===== src/rtl/sap_pkg.sv =====
// Shared definitions for the SAP sequencer: opcodes, FSM states, default widths.
package sap_pkg;

  localparam int unsigned ADDR_W = 4;
  localparam int unsigned DATA_W = 8;
  localparam int unsigned OP_W   = 4;

  localparam logic [OP_W-1:0] OP_LDA  = 4'h0;
  localparam logic [OP_W-1:0] OP_ADD  = 4'h1;
  localparam logic [OP_W-1:0] OP_SUB  = 4'h2;
  localparam logic [OP_W-1:0] OP_BUN  = 4'h5;
  localparam logic [OP_W-1:0] OP_CALL = 4'h6;
  localparam logic [OP_W-1:0] OP_RET  = 4'h7;
  localparam logic [OP_W-1:0] OP_OUT  = 4'h8;
  localparam logic [OP_W-1:0] OP_HLT  = 4'hF;

  typedef enum logic [2:0] {
    S_ADDR,
    S_FETCH,
    S_EXEC,
    S_MEM,
    S_HALT
  } state_t;

  // LDA/ADD/SUB need the extra memory-operand cycle.
  function automatic logic is_mem_op(input logic [OP_W-1:0] op);
    return (op == OP_LDA) || (op == OP_ADD) || (op == OP_SUB);
  endfunction

endpackage


===== src/rtl/sap_sequencer_if.sv =====
// ROM, run control and datapath strobe bundle between the sequencer and its neighbours.
interface sap_sequencer_if #(
  parameter int unsigned ADDR_W = sap_pkg::ADDR_W
);
  logic              run;
  logic [7:0]        rom_data;
  logic [ADDR_W-1:0] rom_addr;
  logic              rom_low_oe;
  logic              acc_load;
  logic              alu_en;
  logic              alu_sub;
  logic              out_load;
  logic [ADDR_W-1:0] pc;
  logic              halted;
  logic              fault;

  modport master (
    input  run, rom_data,
    output rom_addr, rom_low_oe, acc_load, alu_en, alu_sub, out_load, pc, halted, fault
  );

  modport slave (
    output run, rom_data,
    input  rom_addr, rom_low_oe, acc_load, alu_en, alu_sub, out_load, pc, halted, fault
  );
endinterface


===== src/rtl/sap_ret_stack.sv =====
// Return-address LIFO for CALL/RET; push/pop are ignored when full/empty.
module sap_ret_stack #(
  parameter int unsigned ADDR_W = 4,
  parameter int unsigned DEPTH  = 4
) (
  input  logic              clk,
  input  logic              clr_low,
  input  logic              push,
  input  logic              pop,
  input  logic [ADDR_W-1:0] din,
  output logic [ADDR_W-1:0] top_c,
  output logic              full_c,
  output logic              empty_c
);
  localparam int unsigned SP_W  = $clog2(DEPTH + 1);
  localparam int unsigned IDX_W = (DEPTH > 1) ? $clog2(DEPTH) : 1;

  logic [ADDR_W-1:0] mem [DEPTH];
  logic [SP_W-1:0]   sp;

  assign full_c  = (sp == SP_W'(DEPTH));
  assign empty_c = (sp == '0);
  assign top_c   = mem[IDX_W'(sp - SP_W'(1))];

  // Stack pointer: counts valid entries.
  always_ff @(posedge clk or negedge clr_low) begin
    if (!clr_low) begin
      sp <= '0;
    end else if (push && !full_c) begin
      sp <= sp + SP_W'(1);
    end else if (pop && !empty_c) begin
      sp <= sp - SP_W'(1);
    end
  end

  // Entry storage; contents above sp are don't-care so no reset is needed.
  always_ff @(posedge clk) begin
    if (push && !full_c) begin
      mem[IDX_W'(sp)] <= din;
    end
  end

endmodule


===== src/rtl/sap_sequencer.sv =====
// SAP-style instruction sequencer: fetch/decode/execute FSM, PC, IR and
// optional return stack. Optional feature macro: SAP_CALL_STACK_EN
// (defined: CALL/RET use a STACK_DEPTH-entry return stack; undefined:
// opcodes 0x6/0x7 are illegal and fault the sequencer).
module sap_sequencer #(
  parameter int unsigned ADDR_W      = sap_pkg::ADDR_W,
  parameter int unsigned STACK_DEPTH = 4
) (
  input  logic            clk,
  input  logic            clr_low,
  sap_sequencer_if.master bus
);
  import sap_pkg::*;

  if (STACK_DEPTH < 1 || STACK_DEPTH > 8) begin : g_depth_check
    $error("sap_sequencer: STACK_DEPTH must be 1..8");
  end

  state_t            state;
  logic [7:0]        ir;
  logic [ADDR_W-1:0] pc;

  logic [OP_W-1:0]   opcode_c;
  logic [ADDR_W-1:0] operand_c;
  logic [ADDR_W-1:0] pc_inc_c;

  assign opcode_c  = ir[7:4];
  assign operand_c = ADDR_W'(ir[3:0]);
  assign pc_inc_c  = pc + ADDR_W'(1);
  assign bus.pc    = pc;

`ifdef SAP_CALL_STACK_EN
  logic              push_c;
  logic              pop_c;
  logic [ADDR_W-1:0] stk_top_c;
  logic              stk_full_c;
  logic              stk_empty_c;

  assign push_c = (state == S_EXEC) && (opcode_c == OP_CALL);
  assign pop_c  = (state == S_EXEC) && (opcode_c == OP_RET);

  sap_ret_stack #(
    .ADDR_W (ADDR_W),
    .DEPTH  (STACK_DEPTH)
  ) u_ret_stack (
    .clk     (clk),
    .clr_low (clr_low),
    .push    (push_c),
    .pop     (pop_c),
    .din     (pc),
    .top_c   (stk_top_c),
    .full_c  (stk_full_c),
    .empty_c (stk_empty_c)
  );
`endif

  // Sequencer FSM; outputs are registered with the value of the state being entered.
  always_ff @(posedge clk or negedge clr_low) begin
    if (!clr_low) begin
      state          <= S_ADDR;
      pc             <= '0;
      ir             <= '0;
      bus.rom_addr   <= '0;
      bus.rom_low_oe <= 1'b1;
      bus.acc_load   <= 1'b0;
      bus.alu_en     <= 1'b0;
      bus.alu_sub    <= 1'b0;
      bus.out_load   <= 1'b0;
      bus.halted     <= 1'b0;
      bus.fault      <= 1'b0;
    end else begin
      bus.rom_low_oe <= 1'b1;
      bus.acc_load   <= 1'b0;
      bus.alu_en     <= 1'b0;
      bus.alu_sub    <= 1'b0;
      bus.out_load   <= 1'b0;
      case (state)
        S_ADDR: begin
          bus.rom_addr <= pc;
          if (bus.run) begin
            state          <= S_FETCH;
            bus.rom_low_oe <= 1'b0;
          end
        end
        S_FETCH: begin
          ir           <= bus.rom_data;
          pc           <= pc_inc_c;
          bus.rom_addr <= pc_inc_c;
          bus.out_load <= (bus.rom_data[7:4] == OP_OUT);
          state        <= S_EXEC;
        end
        S_EXEC: begin
          state        <= S_ADDR;
          bus.rom_addr <= pc;
          if (is_mem_op(opcode_c)) begin
            state          <= S_MEM;
            bus.rom_addr   <= operand_c;
            bus.rom_low_oe <= 1'b0;
            bus.acc_load   <= 1'b1;
            bus.alu_en     <= (opcode_c != OP_LDA);
            bus.alu_sub    <= (opcode_c == OP_SUB);
          end else begin
            case (opcode_c)
              OP_BUN: begin
                pc           <= operand_c;
                bus.rom_addr <= operand_c;
              end
`ifdef SAP_CALL_STACK_EN
              OP_CALL: begin
                if (stk_full_c) begin
                  state      <= S_HALT;
                  bus.halted <= 1'b1;
                  bus.fault  <= 1'b1;
                end else begin
                  pc           <= operand_c;
                  bus.rom_addr <= operand_c;
                end
              end
              OP_RET: begin
                if (stk_empty_c) begin
                  state      <= S_HALT;
                  bus.halted <= 1'b1;
                  bus.fault  <= 1'b1;
                end else begin
                  pc           <= stk_top_c;
                  bus.rom_addr <= stk_top_c;
                end
              end
`else
              OP_CALL, OP_RET: begin
                state      <= S_HALT;
                bus.halted <= 1'b1;
                bus.fault  <= 1'b1;
              end
`endif
              OP_HLT: begin
                state      <= S_HALT;
                bus.halted <= 1'b1;
              end
              default: ;
            endcase
          end
        end
        S_MEM: begin
          state        <= S_ADDR;
          bus.rom_addr <= pc;
        end
        S_HALT: ;
        default: state <= S_ADDR;
      endcase
    end
  end

endmodule

===== src/flat_wrapper.sv =====
// flat-port wrapper written by rule: the top's interface ports become plain ports
module sap_sequencer_flat import sap_pkg::*;
#(
  parameter int unsigned ADDR_W      = sap_pkg::ADDR_W,
  parameter int unsigned STACK_DEPTH = 4
)
  (clk, clr_low, bus_run, bus_rom_data, bus_rom_addr, bus_rom_low_oe, bus_acc_load, bus_alu_en, bus_alu_sub, bus_out_load, bus_pc, bus_halted, bus_fault);
  sap_sequencer_if #(.ADDR_W(ADDR_W)) bus_i ();
  input  logic clk;
  input  logic clr_low;
  input wire logic [$bits(bus_i.run)-1:0] bus_run;
  input wire logic [$bits(bus_i.rom_data)-1:0] bus_rom_data;
  output wire logic [$bits(bus_i.rom_addr)-1:0] bus_rom_addr;
  output wire logic [$bits(bus_i.rom_low_oe)-1:0] bus_rom_low_oe;
  output wire logic [$bits(bus_i.acc_load)-1:0] bus_acc_load;
  output wire logic [$bits(bus_i.alu_en)-1:0] bus_alu_en;
  output wire logic [$bits(bus_i.alu_sub)-1:0] bus_alu_sub;
  output wire logic [$bits(bus_i.out_load)-1:0] bus_out_load;
  output wire logic [$bits(bus_i.pc)-1:0] bus_pc;
  output wire logic [$bits(bus_i.halted)-1:0] bus_halted;
  output wire logic [$bits(bus_i.fault)-1:0] bus_fault;
  assign bus_i.run = bus_run;
  assign bus_i.rom_data = bus_rom_data;
  assign bus_rom_addr = bus_i.rom_addr;
  assign bus_rom_low_oe = bus_i.rom_low_oe;
  assign bus_acc_load = bus_i.acc_load;
  assign bus_alu_en = bus_i.alu_en;
  assign bus_alu_sub = bus_i.alu_sub;
  assign bus_out_load = bus_i.out_load;
  assign bus_pc = bus_i.pc;
  assign bus_halted = bus_i.halted;
  assign bus_fault = bus_i.fault;
  sap_sequencer #(.ADDR_W(ADDR_W), .STACK_DEPTH(STACK_DEPTH)) u_core (.clk(clk), .clr_low(clr_low), .bus(bus_i));
endmodule

===== config.mk =====
export PLATFORM = sky130hd
export DESIGN_NAME = sap_sequencer_flat
export DESIGN_NICKNAME = d
export VERILOG_FILES = /design/src/rtl/sap_pkg.sv /design/src/rtl/sap_sequencer_if.sv /design/src/rtl/sap_ret_stack.sv /design/src/rtl/sap_sequencer.sv /design/src/flat_wrapper.sv
export SDC_FILE = /design/constraint.sdc
export NUM_CORES = 1
export LEC_CHECK = 0
export BUFFER_PORTS_ARGS = -buffer_cell sky130_fd_sc_hd__buf_2
export CORE_UTILIZATION = 31
export CTS_BUF_LIST = sky130_fd_sc_hd__clkbuf_2 sky130_fd_sc_hd__clkbuf_4 sky130_fd_sc_hd__clkbuf_8
export DETAILED_ROUTE_END_ITERATION = 10
export REMOVE_ABC_BUFFERS = 1
export SLEW_MARGIN = 20
export SYNTH_ARGS = -nofsm -noshare
export SYNTH_HDL_FRONTEND = slang
export SYNTH_SLANG_ARGS = --single-unit

===== constraint.sdc =====
create_clock -name clk -period 3.6 [get_ports clk]
set_input_delay 0.18 -clock clk [delete_from_list [all_inputs] [get_ports clk]]
set_output_delay 0.18 -clock clk [all_outputs]
set_load 0.03 [all_outputs]

==> reports/metrics.csv <==
metric,value,unit
outcome,finished clean,
leakage power,0.705,nW
top-count cell post-synth,dfrtp_1,
core footprint,0.00403,mm²
Post-synth ARST share,1.00,
routed vias,961,
area grow syn2layout,16.2,%
Yosys top cell by area,dfrtp_1,
r2r endpoint,u_core.bus.pc[1],
CP peak stage delay,0.59,ns
Most common cell on crit path,o22a_1,
Critical Path RT,3.76,ns
hold path cells,3,
RSZ-0062 raised after global routing,no,
H-Tree Level Count,1,
fraction of final layout cells with drive strength greater than 1,0.277,
fin crit period,1.75,ns
WS Path Type,flop to flop,
Finished Layout Cells,191,
die area,0.00450,mm²
post-DR vias/cell,5.03,
gr usage total,0.131,
Initial Utilization,0.326,
synthesized cell area,0.00131,mm²
Yosys top cell area share,0.477,
Slew HR,0.625,
vertical die dimension,67.1,µm
"Seq/Total Area, Yosys",0.497,
Final ANT Viol Nets,0,
Sink Count,26,
half-perimeter wire length after placement,1.96,mm
synthesized instance count,116,
R2R setup slack,1.85,ns
Post-synth top cells,"dfrtp_1 (25), nor2_1 (9), nand2_1 (8), inv_1 (6), mux2_1 (6)",
YS warnings,0,
PwrDens,995,mW/mm²
Max Cap Viol,0,
final setup TNS,0,ns
TritonCTS clock tree,done,
Num CTS Buffers,3,
Final Util,0.379,
I/O Buffers,25,
worst slew pin tran,0.562,ns
vias in the first global route,916,
total grt overflow,0,
postcts setup bufs,0,
Worst Setup Start Kind,flop,
DRC Markers,0,
cts repair resizes,0,
Ports,26,
Post-synth EDFFs,0,
Hold Buf Count CTS,1,
routability cong.,0.897,
critical-path cell list,nor3b_2 > nand2_1 > o22a_1 > o22a_1,
wire per inst,13.9,µm
Max Slew Vio Count,0,
Hold WS,0.117,ns
final wirelength,2.66,mm
synth unique cells,48,
pin count of the biggest net entering global routing,27,
clk root buf,clkbuf_8,
worst-path fanout max,13,
initial antenna violation count,0,
Die X,67.1,µm
placed instance count,186,
Worst-Skew Late Latency,0.27,ns
clock buffer depth,2,
clk_skew,0.00569,ns
ys flop type,dfrtp_1,
Fmax,0.573,GHz
syn avg cell area,11.3,µm²
crit path max-delay cell type,dfrtp_1,
Yosys reg bits,26,
Arrival @ worst endpoint,1.91,ns
Worst Hold Class,input pin to flop,
HP Start,bus_rom_data[0],
"Hold Vio Cnt, Final",0,
fin crit share,0.485,
Worst Hold End,u_core.ir[0],
Final Net Count,154,
R2R Path Start,u_core.state[1],
Area contributors post-synth,"dfrtp_1 (48%), mux2_1 (5.1%), mux2i_1 (3.8%)",
Peak VDD IR,328,µV
FF-to-FF path depth,4,
starting DRC count in detailed routing,25,
first-pass GRT wire length,4.42,mm
Final Setup Violations,0,
FP Rows,23,
DRT Pass-1 Iters,5,
Antenna diodes,0,
critical path endpoint category,flop,
clock slew at reported path FFs,0.09,ns
logic make-up after synthesis:
kind of cell,Yosys count,share of synthesized area
XOR/XNOR,2,0.0133
buffers and inverters,12,0.0505
multiplexers,11,0.0896
flip-flops,26,0.497
AO/OA/AOI/OAI,27,0.173
adder cells (fa/ha/maj),1,0.00953
AND/OR/NAND/NOR,37,0.168
layer usage:
metal  track usage  share of wire  vias to the layer above
met1         0.192           0.51                      456
met5             0              0                        -
met4        0.0665         0.0094                        0
met3        0.0308          0.048                        2
met2         0.174           0.44                       26
li1              -              -                      477
power breakdown:
group          total [W]  internal (W)  switching [W]  leakage, nW
Combinational   0.000736      0.000320       0.000416        0.362
Clock           0.000189     0.0000977      0.0000915       0.0288
Sequential      0.000593      0.000424       0.000169        0.314
placed cells by master (no fill, tap or decap), types with 2 or more instances in the layout:
| master | count |
|---|---|
| nor2b_1 | 2 |
| nor2_1 | 9 |
| o22a_1 | 2 |
| clkbuf_8 | 4 |
| mux2_1 | 6 |
| dfrtp_1 | 25 |
| buf_2 | 25 |
| o21ai_1 | 3 |
| mux2i_1 | 5 |
| inv_1 | 6 |
| a21oi_1 | 5 |
| o21ai_0 | 2 |
| a222oi_1 | 2 |
| o221a_1 | 2 |
| nand2_1 | 8 |
| nor3_1 | 2 |
| nand2b_1 | 2 |
through the flow:
stage | power (W) | setup slack, ns | cell area [µm²]
floorplan | 0.00113 | 2.04 | 1270
global placement | 0.00132 | 1.94 | 1460
detailed placement | 0.00134 | 1.86 | 1460
CTS | 0.00153 | 1.85 | 1530
global route | 0.00163 | 1.72 | 1530
finish | 0.00152 | 1.85 | 1530
worst max path at each step:
| stage | start | to | slack (ns) |
|---|---|---|---|
| 2_1_floorplan | u_core.state[1] | u_core.bus.pc[2] | 2.04 |
| 3_3_place_gp | u_core.state[1] | u_core.bus.pc[2] | 1.94 |
| 3_5_place_dp | u_core.state[1] | u_core.bus.pc[1] | 1.86 |
| 4_1_cts | u_core.state[1] | u_core.bus.pc[1] | 1.85 |
| 5_1_grt | u_core.state[1] | u_core.bus.pc[1] | 1.72 |
| 6_report | u_core.state[1] | u_core.bus.pc[1] | 1.85 |
worst max-delay path: cells and delay by family, from the launching register on:
kind	cells	cell delay, ns
flops	1	0.59
compound gates	2	0.41
simple gates	2	0.65
registers in the layout (all words and copies together), names as in the netlist:
signal / count
u_core.bus.rom_low_oe: 1
u_core.state: 3
u_core.bus.pc: 4
u_core.bus.alu_en: 1
u_core.bus.rom_addr: 4
u_core.bus.halted: 1
u_core.ir: 8
u_core.bus.alu_sub: 1
u_core.bus.acc_load: 1
u_core.bus.out_load: 1
u_core.bus.fault: 1
layout make-up:
class	instances	area, µm²
fill	414	2500
sequential	26	652
tap	50	62.6
timing repair buffer	26	135
inverter	7	26.3
multi-input combinational	78	594
clock buffer	4	55.1
Power figures use the tool's default switching activity.
